$ cat config.mk
export PLATFORM = sky130hd
export DESIGN_NAME = serial_adder_ctrl_flat
export DESIGN_NICKNAME = d
export VERILOG_FILES = /design/src/rtl/serial_adder_if.sv /design/src/rtl/serial_adder_ctrl.sv /design/src/flat_wrapper.sv
export SDC_FILE = /design/constraint.sdc
export NUM_CORES = 1
export LEC_CHECK = 0
export BUFFER_PORTS_ARGS = -buffer_cell sky130_fd_sc_hd__buf_2
export CELL_PAD_IN_SITES_DETAIL_PLACEMENT = 0
export CELL_PAD_IN_SITES_GLOBAL_PLACEMENT = 2
export CORE_ASPECT_RATIO = 1.4
export CORE_UTILIZATION = 30
export DETAILED_ROUTE_END_ITERATION = 10
export GPL_TIMING_DRIVEN = 0
export PLACE_DENSITY = 0.74
export SETUP_SLACK_MARGIN = 0.1
export SLEW_MARGIN = 0
export SYNTH_ARGS = -nofsm -noshare
export SYNTH_HDL_FRONTEND = slang
export SYNTH_SLANG_ARGS = --single-unit
$ cat constraint.sdc
create_clock -name clk -period 1.3 [get_ports clk]
set_input_delay 0.195 -clock clk [delete_from_list [all_inputs] [get_ports clk]]
set_output_delay 0.195 -clock clk [all_outputs]
set_load 0.02 [all_outputs]
$ cat src/rtl/serial_adder_if.sv
// Handshake and data bundle for the bit-serial add sequencer.
// The sub input exists only when SERIAL_ADDER_SUB_EN is defined.
interface serial_adder_if #(
    parameter int WIDTH = 16
);
    logic             in_valid;
    logic             in_ready;
    logic [WIDTH-1:0] d_1;
    logic [WIDTH-1:0] d_2;
    logic             out_valid;
    logic             out_ready;
    logic [WIDTH-1:0] Sum;
    logic             Cout;
    logic             busy;
`ifdef SERIAL_ADDER_SUB_EN
    logic             sub;
`endif

    modport master (
        output in_valid, d_1, d_2, out_ready,
`ifdef SERIAL_ADDER_SUB_EN
        output sub,
`endif
        input  in_ready, out_valid, Sum, Cout, busy
    );

    modport slave (
        input  in_valid, d_1, d_2, out_ready,
`ifdef SERIAL_ADDER_SUB_EN
        input  sub,
`endif
        output in_ready, out_valid, Sum, Cout, busy
    );
endinterface

$ cat src/rtl/serial_adder_ctrl.sv
// Bit-serial add sequencer: one FA slice, LSB first, registered carry.
// Optional subtract mode is enabled by defining SERIAL_ADDER_SUB_EN.
//
// state   | meaning
// --------+-----------------------------------------------------------
// ST_IDLE | waiting for operands, in_ready=1
// ST_RUN  | one sum bit per clock through the FA slice, busy=1
// ST_DONE | Sum/Cout held, out_valid=1 until out_ready
module serial_adder_ctrl #(
    parameter int WIDTH = 16
) (
    input logic           clk,
    input logic           rst_n,
    serial_adder_if.slave bus
);
    localparam int CW = $clog2(WIDTH);
    localparam logic [CW-1:0] CNT_LAST = CW'(WIDTH - 1);

    localparam logic [1:0] ST_IDLE = 2'd0;
    localparam logic [1:0] ST_RUN  = 2'd1;
    localparam logic [1:0] ST_DONE = 2'd2;

    logic [1:0]       state;
    logic [WIDTH-1:0] a_sr;
    logic [WIDTH-1:0] b_sr;
    logic [WIDTH-1:0] sum_q;
    logic             carry;
    logic             cout_q;
    logic [CW-1:0]    cnt;

    logic             accept;
    logic [WIDTH-1:0] b_load;
    logic             carry_init;
    logic             fa_s;
    logic             fa_co;

    assign accept = bus.in_valid && (state == ST_IDLE);

`ifdef SERIAL_ADDER_SUB_EN
    // Two's-complement subtract: invert B and seed the carry with 1.
    assign b_load     = bus.sub ? ~bus.d_2 : bus.d_2;
    assign carry_init = bus.sub;
`else
    assign b_load     = bus.d_2;
    assign carry_init = 1'b0;
`endif

    assign fa_s  = a_sr[0] ^ b_sr[0] ^ carry;
    assign fa_co = (a_sr[0] & b_sr[0]) | ((a_sr[0] ^ b_sr[0]) & carry);

    always_ff @(posedge clk or negedge rst_n) begin
        if (!rst_n) begin
            state  <= ST_IDLE;
            a_sr   <= '0;
            b_sr   <= '0;
            sum_q  <= '0;
            carry  <= 1'b0;
            cout_q <= 1'b0;
            cnt    <= '0;
        end else begin
            case (state)
                ST_IDLE: begin
                    if (accept) begin
                        a_sr  <= bus.d_1;
                        b_sr  <= b_load;
                        carry <= carry_init;
                        cnt   <= '0;
                        state <= ST_RUN;
                    end
                end
                ST_RUN: begin
                    // Sum fills from the MSB side so bit 0 lands at Sum[0] last.
                    sum_q <= {fa_s, sum_q[WIDTH-1:1]};
                    carry <= fa_co;
                    a_sr  <= a_sr >> 1;
                    b_sr  <= b_sr >> 1;
                    cnt   <= cnt + CW'(1);
                    if (cnt == CNT_LAST) begin
                        cout_q <= fa_co;
                        state  <= ST_DONE;
                    end
                end
                ST_DONE: begin
                    if (bus.out_ready) state <= ST_IDLE;
                end
                default: state <= ST_IDLE;
            endcase
        end
    end

    assign bus.in_ready  = (state == ST_IDLE);
    assign bus.busy      = (state == ST_RUN);
    assign bus.out_valid = (state == ST_DONE);
    assign bus.Sum       = sum_q;
    assign bus.Cout      = cout_q;
endmodule

$ cat src/flat_wrapper.sv
// flat-port wrapper written by rule: the top's interface ports become plain ports
module serial_adder_ctrl_flat 
#(
    parameter int WIDTH = 16
)
  (clk, rst_n, bus_in_valid, bus_d_1, bus_d_2, bus_out_ready, bus_in_ready, bus_out_valid, bus_Sum, bus_Cout, bus_busy);
  serial_adder_if #(.WIDTH(WIDTH)) bus_i ();
  input logic clk;
  input logic rst_n;
  input wire logic [$bits(bus_i.in_valid)-1:0] bus_in_valid;
  input wire logic [$bits(bus_i.d_1)-1:0] bus_d_1;
  input wire logic [$bits(bus_i.d_2)-1:0] bus_d_2;
  input wire logic [$bits(bus_i.out_ready)-1:0] bus_out_ready;
  output wire logic [$bits(bus_i.in_ready)-1:0] bus_in_ready;
  output wire logic [$bits(bus_i.out_valid)-1:0] bus_out_valid;
  output wire logic [$bits(bus_i.Sum)-1:0] bus_Sum;
  output wire logic [$bits(bus_i.Cout)-1:0] bus_Cout;
  output wire logic [$bits(bus_i.busy)-1:0] bus_busy;
  assign bus_i.in_valid = bus_in_valid;
  assign bus_i.d_1 = bus_d_1;
  assign bus_i.d_2 = bus_d_2;
  assign bus_i.out_ready = bus_out_ready;
  assign bus_in_ready = bus_i.in_ready;
  assign bus_out_valid = bus_i.out_valid;
  assign bus_Sum = bus_i.Sum;
  assign bus_Cout = bus_i.Cout;
  assign bus_busy = bus_i.busy;
  serial_adder_ctrl #(.WIDTH(WIDTH)) u_core (.clk(clk), .rst_n(rst_n), .bus(bus_i));
endmodule
==> flow_metrics.env, run 1 <==
export IMPL_status="finished with violations"
export IMPL_violations="negative hold slack, negative setup slack"
export IMPL_crit_chain="buf_6 > nand2b_4 > buf_8 > clkinv_4 > buf_8 > buf_8 > buf_6"
export IMPL_io_pins=56
export IMPL_grt_pass1_vias=2029
export IMPL_fin_ws_ps=-249
export IMPL_power_switching_uw=2660
export IMPL_synth_enable_flop_cells=0
export IMPL_path_delay_family="buffers and inverters"
export IMPL_fp_dieH_um=111
export IMPL_io_buffers=55
export IMPL_vdd_drop_max_v=0.000882
export IMPL_powerDensity_nw_per_um2=2120
export IMPL_period_share_pct=119
export IMPL_crit_type="reg2out"
export IMPL_dieArea_um2=8790
export IMPL_slew_headroom_pct=51.3
export IMPL_diodes=0
export IMPL_yosys_area_top_type_share_pct=55.5
export IMPL_core_area_um2=8150
export IMPL_cts_buffer_depth=2
export IMPL_combPwrFrac_pct=41.0
export IMPL_max_cap_viol_count=0
export IMPL_synth_cells=252
export IMPL_finalHoldViolCount=56
export IMPL_crit_required_ps=1110
export IMPL_grt_max_degree=57
export IMPL_synth_flop_cell="dfrtp_1"
export IMPL_cts_num_sinks=56
export IMPL_syn_area_per_cell_um2=10.0
export IMPL_num_rows=39
export IMPL_yosysSeqAreaShare_pct=55.5
export IMPL_hpwl_um=4140
export IMPL_synth_common_cells="71 x nand2_1, 56 x dfrtp_1, 29 x o21ai_0, 26 x a22oi_1, 11 x nor2b_1"
export IMPL_switching_share_pct=36.2
export IMPL_start_util_pct=31.0
export IMPL_seq_power_share_pct=39.9
export IMPL_synth_seq_cells=56
export IMPL_cts_tree="done"
export IMPL_synth_warnings=0
export IMPL_wirelength_um=6470
export IMPL_drtAntennaViolNets=0
export IMPL_final_nets=369
export IMPL_finalCriticalPeriod_ps=1550
export IMPL_grt_pass1_wl_um=10100
export IMPL_crit_arrival_ps=1350
export IMPL_cp_common_cell="buf_8"
export IMPL_grt_overflow=0
export IMPL_synth_cell_types=31
export IMPL_critPathLaunchType="flip-flop"
export IMPL_maxSlewViolCount=0
export IMPL_htreeDepth=2
export IMPL_hold_buffers=0
export IMPL_ys_top_cells_by_area="dfrtp_1 56%, nand2_1 11%, a22oi_1 7.7%, o21ai_0 5.7%, nor2b_1 2.7%"
export IMPL_num_vias=2086
export IMPL_grt_total_usage_pct=14.9
export IMPL_drt_first_pass_iters=4
export IMPL_clkTransAtPathRegs_ps=70
export IMPL_setup_violations=52
export IMPL_fin_util_pct=42.6
export IMPL_synthArstFlopShare_pct=100
export IMPL_clock_fmax_mhz=645
export IMPL_areaGrowthSynthToFinish_pct=37.4
export IMPL_synthesis_area_um2=2520
export IMPL_holdWs_ps=-46.3
export IMPL_skew_ps=4.08
export IMPL_pre_cts_slack_ps=-172
export IMPL_drive_gt1_share_pct=40.5
export IMPL_p_clk_share_pct=19.1
export IMPL_wire_per_inst_um=14.9
export IMPL_yosysMostFrequentCell="nand2_1"
export IMPL_antenna_found_initial=0
export IMPL_clk_latency_ps=290
export IMPL_p_int_uw=4700
export IMPL_remaining_drc_errors=0
export IMPL_worstMarginPinSlew_ps=730
export IMPL_hold_path_class="in2async"
export IMPL_worst_path_buf_inv=6
export IMPL_rsz0062_at_grt="true"
export IMPL_clk_root_buffer_cell="clkbuf_16"
export IMPL_synth_net_count=290
export IMPL_initialDrtViolationCount=121
export IMPL_leakage_uw=0.00165
export IMPL_gp_congestion=0.731
export IMPL_critical_path_slowest_cell="dfrtp_1"
export IMPL_critPathMaxFanout=2
export IMPL_critPathMaxStageDelay_ps=370
export IMPL_cts_buffers=5
export IMPL_viasPerCell=4.82
export IMPL_fp_dieW_um=79.5
export IMPL_synth_largest_area_cell="dfrtp_1"
export IMPL_endpoint_kind="output port"
## kinds of logic (layout without fill, tap and decap cells)
kind of cell | count (synthesis) | after routing | synth area share (%)
AND/OR/NAND/NOR | 92 | 92 | 16.4
AO/OA/AOI/OAI | 78 | 78 | 20.2
flip-flops | 56 | 56 | 55.5
buffers and inverters | 22 | 101 | 5.60
adder cells (fa/ha/maj) | 2 | 2 | 1.29
multiplexers | 2 | 2 | 1.04
## layout make-up
cell class	count	area, um^2
buffer	20	185
clock buffer	7	153
fill	836	4680
inverter	2	12.5
multi-input combinational	174	1100
sequential	56	1400
tap	102	128
timing repair buffer	72	489
## flip-flops by register name, summed over array words and instances (netlist names)
name and count:
u_core.a_sr 16, u_core.b_sr 16, u_core.bus.Sum 16, u_core.cnt 4, u_core.state 2, u_core.bus.Cout 1, u_core.carry 1
## cells in the final DEF, fill, tap and decap left out, types with 6 or more instances in the layout
master and n:
o21ai_1 11, a22oi_1 20, a22oi_2 9, nor2b_1 11, buf_2 54, nand2_2 16
nand2_1 52, clkbuf_16 6, buf_8 7, dfrtp_1 56, a21oi_1 10, buf_6 11
o21ai_0 21, buf_4 12
## through the flow
| step | std cells | power, uW | instance area, um^2 | setup TNS, ps |
|---|---|---|---|---|
| after global routing | 433 | 7880 | 3470 | -6920 |
| after global placement | 409 | 5180 | 2940 | -7590 |
| final | 433 | 7360 | 3470 | -3670 |
| after detailed placement | 409 | 5230 | 2940 | -6450 |
| after floorplan | 252 | 4480 | 2540 | 0 |
| after CTS | 428 | 7140 | 3320 | -4790 |
## layer usage
layer	GRT usage [%]	up-vias	wire (um)
met5	0	-	0
met4	4.00	0	55
met3	3.72	7	303
met2	25.3	52	3250
met1	18.5	999	2860
li1	-	1028	-
## repair_timing
action / 4_1_cts / 5_1_grt
setup endpoints to repair: 55 / 59
resized for setup: 37 / 38
pin swaps: 0 / 17
cloned: 4 / 1
buffers inserted: 8 / 5
## power by group through the flow
stage / registers [uW] / logic [uW] / clock network (uW)
floorplan: 3070 / 1410 / 0
global placement: 2900 / 2280 / 0
detailed placement: 2910 / 2320 / 0
CTS: 2880 / 2800 / 1450
global route: 3040 / 3340 / 1500
finish: 2940 / 3020 / 1410
## final timing paths
kind / from / to / slack [ps] / cells past startpoint
worst min-delay path: rst_n / u_core.bus.Sum[0]$_DFFE_PN0P_ / -50 / 1
worst max-delay path: u_core.state[1]$_DFFE_PN0P_ / bus_busy / -250 / 7
worst max register to register: u_core.state[1]$_DFFE_PN0P_ / u_core.a_sr[8]$_DFFE_PN0P_ / -170 / 10
min in group clk: bus_out_ready / u_core.state[1]$_DFFE_PN0P_ / 90 / 2
max in group asynchronous: rst_n / u_core.bus.Sum[14]$_DFFE_PN0P_ / 850 / 1
worst min register to register: u_core.bus.Sum[0]$_DFFE_PN0P_ / u_core.bus.Sum[0]$_DFFE_PN0P_ / 470 / 2
No activity file was read; power rests on OpenSTA's default activity.
==> run 2, diff against run 1 <==
CORE_MARGIN = 5   (was not set)
==> flow_metrics.env, run 2 (synthesis gave the netlist of run 1 again) <==
export IMPL_wirelength_um=6810
export IMPL_setup_violations=39
export IMPL_clock_fmax_mhz=681
export IMPL_holdWs_ps=-28.7
export IMPL_final_nets=372
export IMPL_maxSlewViolCount=0
export IMPL_powerDensity_nw_per_um2=2080
export IMPL_clk_latency_ps=290
export IMPL_skew_ps=3.91
export IMPL_final_cell_mix="59 x nand2_1, 55 x buf_2, 55 x dfrtp_1, 29 x o21ai_1, 20 x a22oi_1"
export IMPL_clkTransAtPathRegs_ps=70
export IMPL_crit_type="reg2out"
export IMPL_grt_max_degree=57
export IMPL_htreeDepth=2
export IMPL_final_cells=436
export IMPL_fp_dieW_um=87.5
export IMPL_core_area_um2=8200
export IMPL_wire_per_inst_um=15.6
export IMPL_slew_headroom_pct=51.7
export IMPL_cts_num_sinks=56
export IMPL_rsz0062_at_grt="true"
export IMPL_fin_ws_ps=-169
export IMPL_io_pins=56
export IMPL_critPathLaunchType="flip-flop"
export IMPL_finalHoldViolCount=56
export IMPL_crit_arrival_ps=1270
export IMPL_num_vias=2114
export IMPL_crit_required_ps=1110
export IMPL_violations="negative hold slack, negative setup slack"
export IMPL_clk_root_buffer_cell="clkbuf_16"
export IMPL_finalCriticalPeriod_ps=1470
export IMPL_start_util_pct=30.8
export IMPL_diodes=0
export IMPL_n_fill_cell=844
export IMPL_worstMarginPinSlew_ps=725
export IMPL_antenna_found_initial=0
export IMPL_hpwl_um=4450
export IMPL_grt_total_usage_pct=13.8
export IMPL_leakage_uw=0.00169
export IMPL_num_rows=39
export IMPL_hold_path_class="in2async"
export IMPL_critPathMaxFanout=2
export IMPL_drive_gt1_share_pct=39.8
export IMPL_cts_buffers=5
export IMPL_place_inst=409
export IMPL_viasPerCell=4.85
export IMPL_grt_pass1_wl_um=11300
export IMPL_cts_buffer_depth=2
export IMPL_cts_tree="done"
export IMPL_drt_first_pass_iters=4
export IMPL_areaGrowthSynthToFinish_pct=39.6
export IMPL_drtAntennaViolNets=0
export IMPL_period_share_pct=113
export IMPL_dieArea_um2=10400
export IMPL_remaining_drc_errors=0
export IMPL_io_buffers=55
export IMPL_status="finished with violations"
export IMPL_gp_congestion=0.701
export IMPL_initialDrtViolationCount=100
export IMPL_pre_cts_slack_ps=-178
export IMPL_final_common_cell="nand2_1"
export IMPL_fp_dieH_um=119
export IMPL_grt_overflow=0
export IMPL_vdd_drop_max_v=0.000684
export IMPL_endpoint_kind="output port"
export IMPL_grt_pass1_vias=2234
export IMPL_max_cap_viol_count=0
## run 2: worst paths after layout
path | slack [ps] | endpoint | from | cells after the start
min in group clk | 80 | u_core.state[1]$_DFFE_PN0P_ | bus_out_ready | 2
max | -170 | bus_busy | u_core.state[1]$_DFFE_PN0P_ | 6
max in group asynchronous | 830 | u_core.state[0]$_DFFE_PN0P_ | rst_n | 1
min | -30 | u_core.cnt[0]$_DFFE_PN0P_ | rst_n | 1
min reg2reg | 480 | u_core.bus.Sum[0]$_DFFE_PN0P_ | u_core.bus.Sum[0]$_DFFE_PN0P_ | 2
max reg2reg | -140 | u_core.a_sr[7]$_DFFE_PN0P_ | u_core.state[1]$_DFFE_PN0P_ | 9
## run 2: critical path, stage by stage, from the launching register on
cell	delay, ps
dfrtp_1	370
buf_6	120
nand2b_4	150
clkinv_4	50
buf_8	90
buf_8	90
buf_6	100
## run 2: where the power goes
part | internal [uW] | leakage (uW) | total (uW) | switching (uW)
Combinational | 1570 | 0.000890 | 3120 | 1540
Sequential | 2390 | 0.000730 | 2930 | 536
Clock | 703 | 0.0000667 | 1300 | 596
## run 2: cell type report
cell class,instances,area [um^2],share of cell area (%)
flip-flops and latches,56,1400,39.8
multi-input cells,174,1090,30.9
repair buffers,76,569,16.1
plain buffers,19,189,5.36
clock buffers,6,129,3.66
well taps,102,128,3.62
inverters,2,12.5,0.355
clock inverters,1,5.00,0.142
## run 2: timing repair
action                                  CTS  global route
resized for setup                        68            29
hold buffers                              0             0
setup buffers                            14             5
gates cloned                              4             0
pin swaps                                 3             7
endpoints found under the setup margin   53            59
## run 2: metrics by stage
stage               instance area [um^2]  util [%]  hold slack, ps  total power (uW)  setup TNS, ps
floorplan                           2540         -            -101              4480              0
global route                        3530      43.0            31.5              7870          -4960
detailed placement                  2940      35.9             406              5250          -7180
CTS                                 3440      41.9            95.0              7260          -7400
global placement                    2940      35.9             392              5190          -7540
finish                              3530      43.0           -28.7              7350          -1980
## run 2: routing by layer
| metal | up-vias | wire length [um] | track usage, % | share of wire, % |
|---|---|---|---|---|
| met5 | - | 0 | 0 | 0 |
| met4 | 0 | 61 | 2.88 | 0.90 |
| met3 | 6 | 380 | 2.85 | 5.6 |
| met2 | 61 | 3410 | 23.2 | 50 |
| met1 | 1012 | 2960 | 18.1 | 43 |
| li1 | 1035 | - | - | - |
